$ cat config.mk
export PLATFORM = sky130hd
export DESIGN_NAME = ha_serial_add_seq
export DESIGN_NICKNAME = d
export VERILOG_FILES = /design/src/rtl/ha_serial_add_seq.sv
export SDC_FILE = /design/constraint.sdc
export NUM_CORES = 1
export LEC_CHECK = 0
export ABC_AREA = 1
export ABC_CLOCK_PERIOD_IN_PS = 1800
export CORE_MARGIN = 2
export CORE_UTILIZATION = 45
export CTS_CLUSTER_DIAMETER = 100
export DETAILED_ROUTE_END_ITERATION = 8
export GPL_ROUTABILITY_DRIVEN = 1
export PLACE_DENSITY = 0.7
export SLEW_MARGIN = 40
export SYNTH_ARGS = -nofsm -noshare
export SYNTH_HDL_FRONTEND = slang
export SYNTH_SLANG_ARGS = --single-unit
$ cat constraint.sdc
create_clock -name clk -period 1.8 [get_ports clk]
set_input_delay 0.45 -clock clk [delete_from_list [all_inputs] [get_ports clk]]
set_output_delay 0.45 -clock clk [all_outputs]
set_load 0.05 [all_outputs]
$ cat src/rtl/ha_serial_add_seq.sv
// -----------------------------------------------------------------------------
// ha_serial_add_seq
//   Sequencer that performs a WIDTH-bit add with carry-in by time-sharing one
//   external combinational half adder (sum = x ^ y, carry = x & y), LSB first.
//   Each bit takes two half-adder passes:
//     HA1: partial/c1 = a[i] + b[i]
//     HA2: s[i]/c2    = partial + running carry, new carry = c1 | c2
//   (c1 and c2 can never both be 1, so OR-ing them is the full-adder carry.)
//
// Ports
//   clk, rst            clock, synchronous active-high reset
//   in_valid/in_ready   operand request handshake (in_ready high only in IDLE)
//   op_a, op_b, cin     operands, captured on accept
//   ha_x, ha_y          half-adder inputs (decoded from state, 0 when idle/done)
//   ha_sum, ha_carry    half-adder results
//   out_valid/out_ready result handshake; result held until out_ready
//   sum, cout           registered result
//   busy                high while the half adder is in use (HA1/HA2)
// -----------------------------------------------------------------------------
module ha_serial_add_seq #(
  parameter int WIDTH = 8
) (
  input  logic             clk,
  input  logic             rst,
  input  logic             in_valid,
  output logic             in_ready,
  input  logic [WIDTH-1:0] op_a,
  input  logic [WIDTH-1:0] op_b,
  input  logic             cin,
  output logic             ha_x,
  output logic             ha_y,
  input  logic             ha_sum,
  input  logic             ha_carry,
  output logic             out_valid,
  input  logic             out_ready,
  output logic [WIDTH-1:0] sum,
  output logic             cout,
  output logic             busy
);

  localparam int IW = (WIDTH > 1) ? $clog2(WIDTH) : 1;
  localparam logic [IW-1:0] LAST_IDX = IW'(WIDTH - 1);

  typedef enum logic [1:0] {
    S_IDLE = 2'd0,
    S_HA1  = 2'd1,
    S_HA2  = 2'd2,
    S_DONE = 2'd3
  } state_t;

  state_t           state_q, state_d;
  logic [WIDTH-1:0] a_q, a_d;
  logic [WIDTH-1:0] b_q, b_d;
  logic [WIDTH-1:0] s_q, s_d;
  logic             c_q, c_d;
  logic             c1_q, c1_d;
  logic             p_q, p_d;
  logic [IW-1:0]    idx_q, idx_d;
  logic [WIDTH-1:0] sum_q, sum_d;
  logic             cout_q, cout_d;
  logic             in_ready_q, in_ready_d;
  logic             out_valid_q, out_valid_d;
  logic             busy_q, busy_d;

  // Next-state, datapath updates and half-adder input selection.
  always_comb begin
    state_d     = state_q;
    a_d         = a_q;
    b_d         = b_q;
    s_d         = s_q;
    c_d         = c_q;
    c1_d        = c1_q;
    p_d         = p_q;
    idx_d       = idx_q;
    sum_d       = sum_q;
    cout_d      = cout_q;
    ha_x        = 1'b0;
    ha_y        = 1'b0;

    case (state_q)
      S_IDLE: begin
        if (in_valid) begin
          a_d     = op_a;
          b_d     = op_b;
          c_d     = cin;
          idx_d   = '0;
          state_d = S_HA1;
        end else begin
          state_d = S_IDLE;
        end
      end
      S_HA1: begin
        ha_x    = a_q[idx_q];
        ha_y    = b_q[idx_q];
        p_d     = ha_sum;
        c1_d    = ha_carry;
        state_d = S_HA2;
      end
      S_HA2: begin
        ha_x       = p_q;
        ha_y       = c_q;
        s_d[idx_q] = ha_sum;
        c_d        = c1_q | ha_carry;
        if (idx_q == LAST_IDX) begin
          // Publish the result on the same edge the last bit lands.
          sum_d   = s_d;
          cout_d  = c1_q | ha_carry;
          state_d = S_DONE;
        end else begin
          idx_d   = idx_q + IW'(1);
          state_d = S_HA1;
        end
      end
      S_DONE: begin
        if (out_ready) begin
          state_d = S_IDLE;
        end else begin
          state_d = S_DONE;
        end
      end
      default: begin
        state_d = S_IDLE;
      end
    endcase

    // Handshake/status flags are registered, decoded from the next state.
    in_ready_d  = (state_d == S_IDLE);
    out_valid_d = (state_d == S_DONE);
    busy_d      = (state_d == S_HA1) || (state_d == S_HA2);
  end

  // State and datapath registers with synchronous reset.
  always_ff @(posedge clk) begin
    if (rst) begin
      state_q     <= S_IDLE;
      a_q         <= '0;
      b_q         <= '0;
      s_q         <= '0;
      c_q         <= 1'b0;
      c1_q        <= 1'b0;
      p_q         <= 1'b0;
      idx_q       <= '0;
      sum_q       <= '0;
      cout_q      <= 1'b0;
      in_ready_q  <= 1'b1;
      out_valid_q <= 1'b0;
      busy_q      <= 1'b0;
    end else begin
      state_q     <= state_d;
      a_q         <= a_d;
      b_q         <= b_d;
      s_q         <= s_d;
      c_q         <= c_d;
      c1_q        <= c1_d;
      p_q         <= p_d;
      idx_q       <= idx_d;
      sum_q       <= sum_d;
      cout_q      <= cout_d;
      in_ready_q  <= in_ready_d;
      out_valid_q <= out_valid_d;
      busy_q      <= busy_d;
    end
  end

  assign in_ready  = in_ready_q;
  assign out_valid = out_valid_q;
  assign busy      = busy_q;
  assign sum       = sum_q;
  assign cout      = cout_q;

endmodule

## After elaboration in Yosys (flattened, before gate mapping)

Cells that the tools add are included.

- Word-level logic and storage cells: 53
- Memory bits (read-only): 0
- Output and inout port bits: 14
- Memory bits (writable): 0
- Memories: 0
- Flip-flop bits (word level): 44
- Input port bits: 23
- Latch bits: 0

- Equal/unequal tests: 9
- Multipliers: 0
- Shift operators: 0
- $lt $le $gt $ge: 2
- Reductions and logical operators: 9
- Bitwise gates (word level): 1
- Divide/modulo/power cells: 0
- Add/subtract/negate cells: 1
- Mux-type cells: 18

Operators by type and width:

| cell | count |
|---|---|
| 8-bit bitwise mux | 1 |
| 2-bit == test (second input constant) | 4 |
| 2-bit case mux with 4 select lines | 1 |
| 1-bit binary-select mux with 3-bit select | 2 |
| 3-bit 2-to-1 mux | 2 |
| 1-bit case mux with 2 select lines | 3 |
| 3-bit case mux with 2 select lines | 1 |
| 2-bit AND reduction | 3 |
| 1-bit 2-to-1 mux | 5 |
| 2-bit by 1-bit == test with 1-bit output (second input constant) | 2 |
| 2-bit logical NOT | 2 |
| 3-bit by 4-bit less-than comparator with 1-bit output (second input constant) | 1 |
| 2-bit 2-to-1 mux | 2 |
| 2-bit inequality test (second input constant) | 2 |
| 3-bit by 1-bit adder with 3-bit output (second input constant) | 1 |
| 1-bit demux with 3-bit select | 1 |
| 3-bit == test (second input constant) | 1 |
| 3-bit by 1-bit greater-or-equal comparator with 1-bit output (second input constant) | 1 |
| 3-bit AND reduction | 1 |
| 2-bit nonzero test | 1 |
| 1-bit logical AND | 1 |
| 1-bit logical OR | 1 |
| 1-bit OR | 1 |

## Logic depth before layout (Yosys ltp)

Gate-level depths: netlist of run 1.

- Depth in word-level cells: 5
- Gate-level depth with buffers: 12

## Least setup slack after synthesis of run 1

OpenSTA, ideal clock, no wires.

- Kind: register to output
- From: register state_q[0]
- To: output ha_x
- Slack: -383 ps
- Buffers on the path: 2
- Cell stages (with the launch flop): 7
- Arrival: 1,733 ps
- Path through: dfxtp_1 > inv_1 > ha_1 > buf_4 > buf_2 > nand2_1 > a21oi_1

- Word-level cells in the longest chain between the ends: 2
- Elaborated cells between the ends (all ways): 3
- Classes of those cells: eq/ne: 2; mux: 1

RTL lines:

| item | RTL line | RTL |
|---|---|---|
| start, declared | 51 | `state_t state_q, state_d;` |
| start signal, assigned | 149 | `state_q <= state_d;` |
| 2-bit == test or 2-bit by 1-bit == test with 1-bit output (tied branches) | 80 | `case (state_q)` |
| 1-bit case mux with 2 select lines (*) | 80 |  |
| end, declared | 30 | `output logic ha_x,` |

Every way passes the cells marked *; elsewhere a longest branch is shown, timed or not.

## Final worst setup path of run 1

- From: register idx_q[0]
- To: output ha_x

- Word-level cells in the longest chain between the ends: 3

RTL lines:

| item | RTL line | RTL |
|---|---|---|
| start, declared | 58 | `logic [IW-1:0] idx_q, idx_d;` |
| start signal, assigned | 156 | `idx_q <= idx_d;` |
| 1-bit binary-select mux with 3-bit select | 93 | `ha_x = a_q[idx_q];` |
| 1-bit 2-to-1 mux (not written as such) | 93 |  |
| 1-bit case mux with 2 select lines | 80 |  |

Every way passes these cells. The select of a mux whose other input is x is not followed.

==> results of run 1 <==
power by group:
group	switching [mW]	total, mW	internal, mW
combinational	0.193	0.349	0.156
sequential	0.0339	1.06	1.03
clock	0.325	0.638	0.313
timing repair:
item / CTS / global route
gates cloned: 0 / 0
resized for setup: 13 / 25
hold endpoints to repair: 0 / 0
buffers inserted: 4 / 2
endpoints found under the setup margin: 2 / 13
pin swaps: 10 / 9
cell type report:
cell class | instances | area share [%]
clock buffers | 8 | 3.270
well taps | 52 | 2.361
flip-flops and latches | 44 | 32.33
repair buffers | 55 | 18.76
inverters | 35 | 5.223
multi-input cells | 214 | 38.06
critical path, delay by kind of cell (launching register included):
kind | cells | cell delay [ns]
compound gates | 1 | 0.17
buf+inv | 2 | 0.29
flops | 1 | 0.38
simple gates | 7 | 0.42
kinds of logic after synthesis:
kind of cell,after synthesis
AO/OA/AOI/OAI,55
adder cells (fa/ha/maj),7
buffers and inverters,48
flip-flops,44
AND/OR/NAND/NOR,152
flip-flops by register name, summed over array words and instances, names as in the netlist:
| name | cells |
|---|---|
| c1_q | 1 |
| busy | 1 |
| in_ready | 1 |
| a_q | 8 |
| sum | 8 |
| c_q | 1 |
| out_valid | 1 |
| s_q | 8 |
| idx_q | 3 |
| state_q | 2 |
| p_q | 1 |
| cout | 1 |
| b_q | 8 |
path summary, 6_finish.rpt:
check | to | slack [ns]
setup reg to reg | sum[0] | 0.06
hold / removal | b_q[4] | 0.47
hold reg to reg | b_q[4] | 0.47
setup / recovery | ha_x | -0.20
synth_stat cells:
library cell	number
o21ai_0	44
nor2_1	73
inv_1	29
or2_2	1
buf_2	3
a21oi_2	1
nand3_1	9
a21oi_1	9
nand2_2	2
nand4_1	2
nand2_1	61
buf_4	3
nor2_4	1
inv_2	6
buf_6	3
nor3_1	2
dfxtp_1	44
nor2_2	1
ha_1	7
o21ai_2	1
clkbuf_1	4
placed cells by master (no fill, tap or decap), types with 2 or more instances in the layout:
cell / instances
dfxtp_4: 2
clkbuf_1: 2
dfxtp_2: 2
o21ai_0: 38
nand2_2: 10
a21oi_4: 2
inv_6: 2
inv_2: 5
nor2_1: 72
buf_12: 3
nor2_4: 2
a21oi_1: 8
nand3_1: 9
o21ai_1: 6
buf_4: 28
dfxtp_1: 40
inv_1: 27
nand4_1: 2
nand2_1: 52
ha_1: 4
ha_2: 2
clkdlybuf4s50_1: 22
nor3_1: 2
clkbuf_8: 6
routing by layer:
layer	part of all wire [%]	up-vias	global-route usage, %
li1	-	1051	-
met1	46	911	25.07
met2	48	41	33.54
met3	4.4	4	3.194
met4	0.90	0	6.918
met5	0	-	0
through the flow:
step,setup TNS (ns),worst slack [ns]
2_1_floorplan,0,0.01431
3_3_place_gp,0,0.08371
3_5_place_dp,0,0.09773
4_1_cts,-0.3430,-0.1786
5_1_grt,-0.5619,-0.2884
6_report,-0.3724,-0.2031
==> results.md, run 1 <==
- Core Box Area: 4384 µm²
- Worst-margin pin slew: 0.2565 ns
- Final Setup Violations: 2
- Largest net degree at the start of global routing: 21
- Hold Path Cell Cnt: 2
- Fin Clk Skew: 0.007043 ns
- Static leakage: 1.339 nW
- Synthesized instance count: 306
- Reg2reg path depth: 10
- Fin. max-slew vios: 0
- Crit-path cells: buf_8, nand2_2, nand2_2, nand2_2, nand2_1, nand2_1, nand2_1, nand2_2, a21oi_4, buf_12
- H-tree depth: 2
- DR pass1 iterations: 4
- DRC Markers: 0
- Synth Net Count: 336
- Post-synthesis xor/xnor area fraction: 0%
- Finished Layout Cells: 408
- Dpl cells: 394
- Fmax: 499.2 MHz
- Slew margin rel.: 82.72%
- Period Utilization, post-route: 111.3%
- TritonCTS clock tree: yes
- Hold WS: 0.4652 ns
- Via count: 2007
- P&R area growth vs syn: 32.73%
- Flops & latches, synth: 44
- Global-route wire length before repair: 8.128 mm
- Fraction of layout cells with a size suffix above 1: 20.22%
- # rows: 24
- Crit path DAT: 1.55 ns
- Via density: 4.919
- Max Buffers Root-to-Sink: 2
- Initial antenna violation count: 0
- Setup Crit Path Kind: reg2out
- Fin. Hold Viols: 0
- VDD IR-drop max: 0.3866 mV
- Crit Path Max Fanout: 8
- Pwr dens: 744.2 nW/µm²
- Yosys cell types: 21
- Post-synthesis sequential area ratio: 42.44%
- Routability congestion estimate from global placement: 0.8101
- Number of max-cap violations: 0
- CP most frequent cell: nand2_2
- Status: finished, violations left
- CP startpoint kind: flop
- Port Buffers: 36
- Clk_lat worst skew: 0.29 ns
- Simple-gate share of the synthesized area: 29.23%
- Clock transition at the registers of the reported paths: 0.08 ns
- CP max-delay cell: dfxtp_4
- Root buf cell: clkbuf_8
- Ant. Diodes: 0
- Yosys top cell area share: 42.44%
- Area leader, netlist: dfxtp_1
- Nets: 385
- Compound-Gate Fraction of Synth Area: 13.62%
- Die width: 71.92 µm
- Origin of the critical flop-to-flop path: idx_q[0]
- Die area: 5172 µm²
- Total global-route track usage: 19.60%
- Crit. End Element: primary output
- Failing checks: setup timing
- Critical Path Max Stage Delay: 0.38 ns
- Routed len/inst: 11.38 µm
- Total Wirelength: 4.642 mm
- TritonCTS Buffers: 5
- Setup crit start: idx_q[0]
- Finished Cell Area: 2755 µm²
- Hold_sp: b_q[4]
- Area share of fa/ha/maj cells after synthesis: 4.219%
- Initial detailed-routing violation count: 112
- Ports: 37
- Layout Utilization: 62.84%
- Total grt overflow: 0
- Remaining antenna violation count: 0
- Starting density of the core: 47.35%
- Avg Cell Area, Syn: 6.783 µm²
- Total Power: 2.050 mW
- Hold_buf cts: 0
- Post-DP Area: 2534 µm²
- Worst EP required: 1.35 ns
- Yosys warnings: 0
- Number of global-route vias before repair: 1905
- Die height: 71.92 µm
- Register Area: 890.9 µm²
- HP Class: reg2reg
- Multi-input gate area: 1049 µm²
- Post-detail-place hpwl: 3.177 mm
- Multiplexer share of the synthesized area: 0%
- Post-Syn Area: 2076 µm²
- Fill cells: 416
- Tmin final: 2.003 ns
- PnR worst setup slack: -0.2031 ns
- Main combinational cell family by area after synthesis: simple AND/OR/NAND/NOR gates
- Synth top area cells: dfxtp_1, nor2_1, nand2_1, o21ai_0, inv_1
- Clock sinks: 44
- Unrepaired setup endpoints after global routing: true
Note: power is estimated with default switching activity, not from simulation.
==> inputs of run 2 (changes only) <==
ABC_AREA = default   (was 1)
==> run 2 against run 1 <==
Against the previous run:
- the run still ends with setup timing left
- critical path type unchanged
- non-clock buffer count increased by 10
- sequential share of layout area decreased by 0.36 points
- register-to-register slack got worse by 0.09 ns
- combinational power increased by 70%
- largest power group unchanged
- via count decreased by 9.5%
- largest cell class unchanged
==> results.md, run 2 <==
- TritonCTS Buffers: 5 (unchanged)
- Fraction of layout cells with a size suffix above 1: 24.08% (was 20.22%)
- Crit-path cells: inv_2, ha_4, a222oi_1, buf_4, a21oi_4, buf_6 (was buf_8, nand2_2, nand2_2, nand2_2, nand2_1, nand2_1, nand2_1, nand2_2, a21oi_4, buf_12)
- Port Buffers: 36 (unchanged)
- Failing checks: setup timing (unchanged)
- Main synth FF type: dfxtp_1 (unchanged)
- CP max-delay cell: a222oi_1 (was dfxtp_4)
- Finished Cell Area: 2786 µm² (was 2755 µm²)
- HP Class: reg2reg (unchanged)
- Buffers plus inverters on the worst setup path: 3 (was 2)
- Post-detail-place hpwl: 3.191 mm (was 3.177 mm)
- Die width: 72.14 µm (was 71.92 µm)
- Remaining antenna violation count: 0 (unchanged)
- Yosys warnings: 0 (unchanged)
- Slew margin rel.: 75.13% (was 82.72%)
- Period Utilization, post-route: 113.8% (was 111.3%)
- Ports: 37 (unchanged)
- Hold_buf cts: 0 (unchanged)
- Static leakage: 1.137 nW (was 1.339 nW)
- Setup Crit Path Kind: reg2out (unchanged)
- Crit. End Element: primary output (unchanged)
- Number of max-cap violations: 0 (unchanged)
- Post-synthesis sequential area ratio: 42.16% (was 42.44%)
- Flops & latches, synth: 44 (unchanged)
- Status: finished, violations left (unchanged)
- Fmax: 488.4 MHz (was 499.2 MHz)
- TritonCTS clock tree: yes (unchanged)
- Ant. Diodes: 0 (unchanged)
- Yosys cell types: 43 (was 21)
- Pwr dens: 836.5 nW/µm² (was 744.2 nW/µm²)
- Hold WS: 0.4556 ns (was 0.4652 ns)
- Unrepaired setup endpoints after global routing: true (unchanged)
- Starting density of the core: 47.34% (was 47.35%)
- Tmin final: 2.048 ns (was 2.003 ns)
- Synth top area cells: dfxtp_1, nand2_1, mux2i_1, a21oi_1, nor2_1 (was dfxtp_1, nor2_1, nand2_1, o21ai_0, inv_1)
- Synthesized instance count: 246 (was 306)
- Nets: 328 (was 385)
- Top-count cell post-synth: nand2_1 (was nor2_1)
- Compound-Gate Fraction of Synth Area: 15.09% (was 13.62%)
- Clk_lat worst skew: 0.29 ns (about the same)
- Total global-route track usage: 18.61% (was 19.60%)
- Multiplexer share of the synthesized area: 7.186% (was 0%)
- Register Area: 890.9 µm² (unchanged)
- Die area: 5204 µm² (was 5172 µm²)
- Post-DP Area: 2615 µm² (was 2534 µm²)
- Post-synth ARST share: 0% (unchanged)
- Synth Net Count: 276 (was 336)
- Core Box Area: 4414 µm² (was 4384 µm²)
- Total grt overflow: 0 (unchanged)
- DRC Markers: 0 (unchanged)
- Pre-CTS setup slack: -0.09767 ns (was 0.09773 ns)
- Post-Syn Area: 2090 µm² (was 2076 µm²)
- Number of global-route vias before repair: 1724 (was 1905)
- Post-synthesis xor/xnor area fraction: 0.4192% (was 0%)
- Main combinational cell family by area after synthesis: simple AND/OR/NAND/NOR gates (unchanged)
- Synth top cells by count: nand2_1, dfxtp_1, nor2_1 (was nor2_1, nand2_1, dfxtp_1, o21ai_0, inv_1)
- Crit Path Max Fanout: 5 (was 8)
- Crit path DAT: 1.60 ns (was 1.55 ns)
- Setup TNS Final: -0.5389 ns (was -0.3724 ns)
- Fill cells: 413 (was 416)
- CP startpoint kind: flop (unchanged)
- Total Power: 2.331 mW (was 2.050 mW)
- Worst path top cell family by delay: compound AO/OA/AOI/OAI gates (was simple AND/OR/NAND/NOR gates)
- Area leader, netlist: dfxtp_1 (unchanged)
- DR pass1 iterations: 4 (unchanged)
- Multi-input gate area: 1137 µm² (was 1049 µm²)
- Global-route wire length before repair: 7.631 mm (was 8.128 mm)
- Largest net degree at the start of global routing: 19 (was 21)
- PnR worst setup slack: -0.2476 ns (was -0.2031 ns)
- Via count: 1816 (was 2007)
- # rows: 24 (unchanged)
- EDFF count, synth: 0 (unchanged)
- Worst EP required: 1.35 ns (about the same)
- Clock transition at the registers of the reported paths: 0.08 ns (about the same)
- VDD IR-drop max: 0.6489 mV (was 0.3866 mV)
- Simple-gate share of the synthesized area: 24.49% (was 29.23%)
- Yosys top cell area share: 42.16% (was 42.44%)
- Initial detailed-routing violation count: 84 (was 112)
- Total Wirelength: 4.507 mm (was 4.642 mm)
- Fin. Hold Viols: 0 (unchanged)
- Fin. max-slew vios: 0 (unchanged)
- H-tree depth: 2 (unchanged)
- Routability congestion estimate from global placement: 0.7954 (was 0.8101)
- Dpl cells: 340 (was 394)
- Clock sinks: 44 (unchanged)
- Most frequent cells in the layout: nand2_1, dfxtp_1, buf_4, nor2_1, clkdlybuf4s50_1 (was nor2_1, nand2_1, dfxtp_1, o21ai_0, buf_4)
- Critical Path Max Stage Delay: 0.35 ns (was 0.38 ns)
- Fin Clk Skew: 0.003856 ns (was 0.007043 ns)
- Commonest non-fill, non-tap cell in the layout: nand2_1 (was nor2_1)
- Max Buffers Root-to-Sink: 2 (unchanged)
- Area share of fa/ha/maj cells after synthesis: 4.192% (was 4.219%)
- Initial antenna violation count: 0 (unchanged)
- Layout Utilization: 63.12% (was 62.84%)
- P&R area growth vs syn: 33.35% (was 32.73%)
- Root buf cell: clkbuf_8 (unchanged)
- Routed len/inst: 12.84 µm (was 11.38 µm)
- Finished Layout Cells: 351 (was 408)
- Worst-margin pin slew: 0.3679 ns (was 0.2565 ns)
- Via density: 5.174 (was 4.919)
- Die height: 72.14 µm (was 71.92 µm)
- Final Setup Violations: 4 (was 2)
- Avg Cell Area, Syn: 8.494 µm² (was 6.783 µm²)
[run 2: routing by layer]
metal	track usage, %	wire length (µm)	vias to the layer above	part of all wire [%]
li1	-	-	945	-
met1	24.24	2099	825	47
met2	30.07	2134	39	47
met3	4.583	204	7	4.5
met4	6.499	68	0	1.5
met5	0	0	-	0
[run 2: final timing paths]
check             startpoint     end  slack, ns  depth (start not counted)
hold reg to reg       s_q[0]  s_q[0]       0.46                          2
setup / recovery  state_q[0]    ha_x      -0.25                          6
hold / removal        s_q[0]  s_q[0]       0.46                          2
setup reg to reg    idx_q[1]    busy      -0.03                          8
[run 2: logic make-up after synthesis]
| family | after synthesis |
|---|---|
| compound gates | 47 |
| xor+xnor | 1 |
| fa+ha+maj | 7 |
| buf+inv | 23 |
| flops | 44 |
| mux | 15 |
| simple gates | 109 |
[run 2: worst register-to-register path: cells and delay by family, from the launching register on]
family,cells,cell delay [ns]
DFF,1,0.38
adders and majority gates,2,0.38
AOI/OAI and AO/OA,1,0.35
buffers and inverters,2,0.26
and+or+nand+nor,2,0.25
xor gates and xnor gates,1,0.16
[run 2: where the power goes]
group / switching [mW] / internal [mW]
combinational: 0.323 / 0.270
clock: 0.325 / 0.313
sequential: 0.0487 / 1.05
[run 2: layout make-up]
cell class / count / area share (%)
Inverter: 3 / 0.4041
Timing Repair Buffer: 65 / 21.24
Tap cell: 52 / 2.335
Multi-Input combinational cell: 179 / 40.82
Clock buffer: 8 / 3.233
Sequential cell: 44 / 31.97
[run 2: what timing repair did]
item | 4_1_cts | 5_1_grt
pin swaps | 4 | 8
resized for setup | 16 | 5
endpoints found under the setup margin | 5 | 7
buffers inserted | 2 | 1
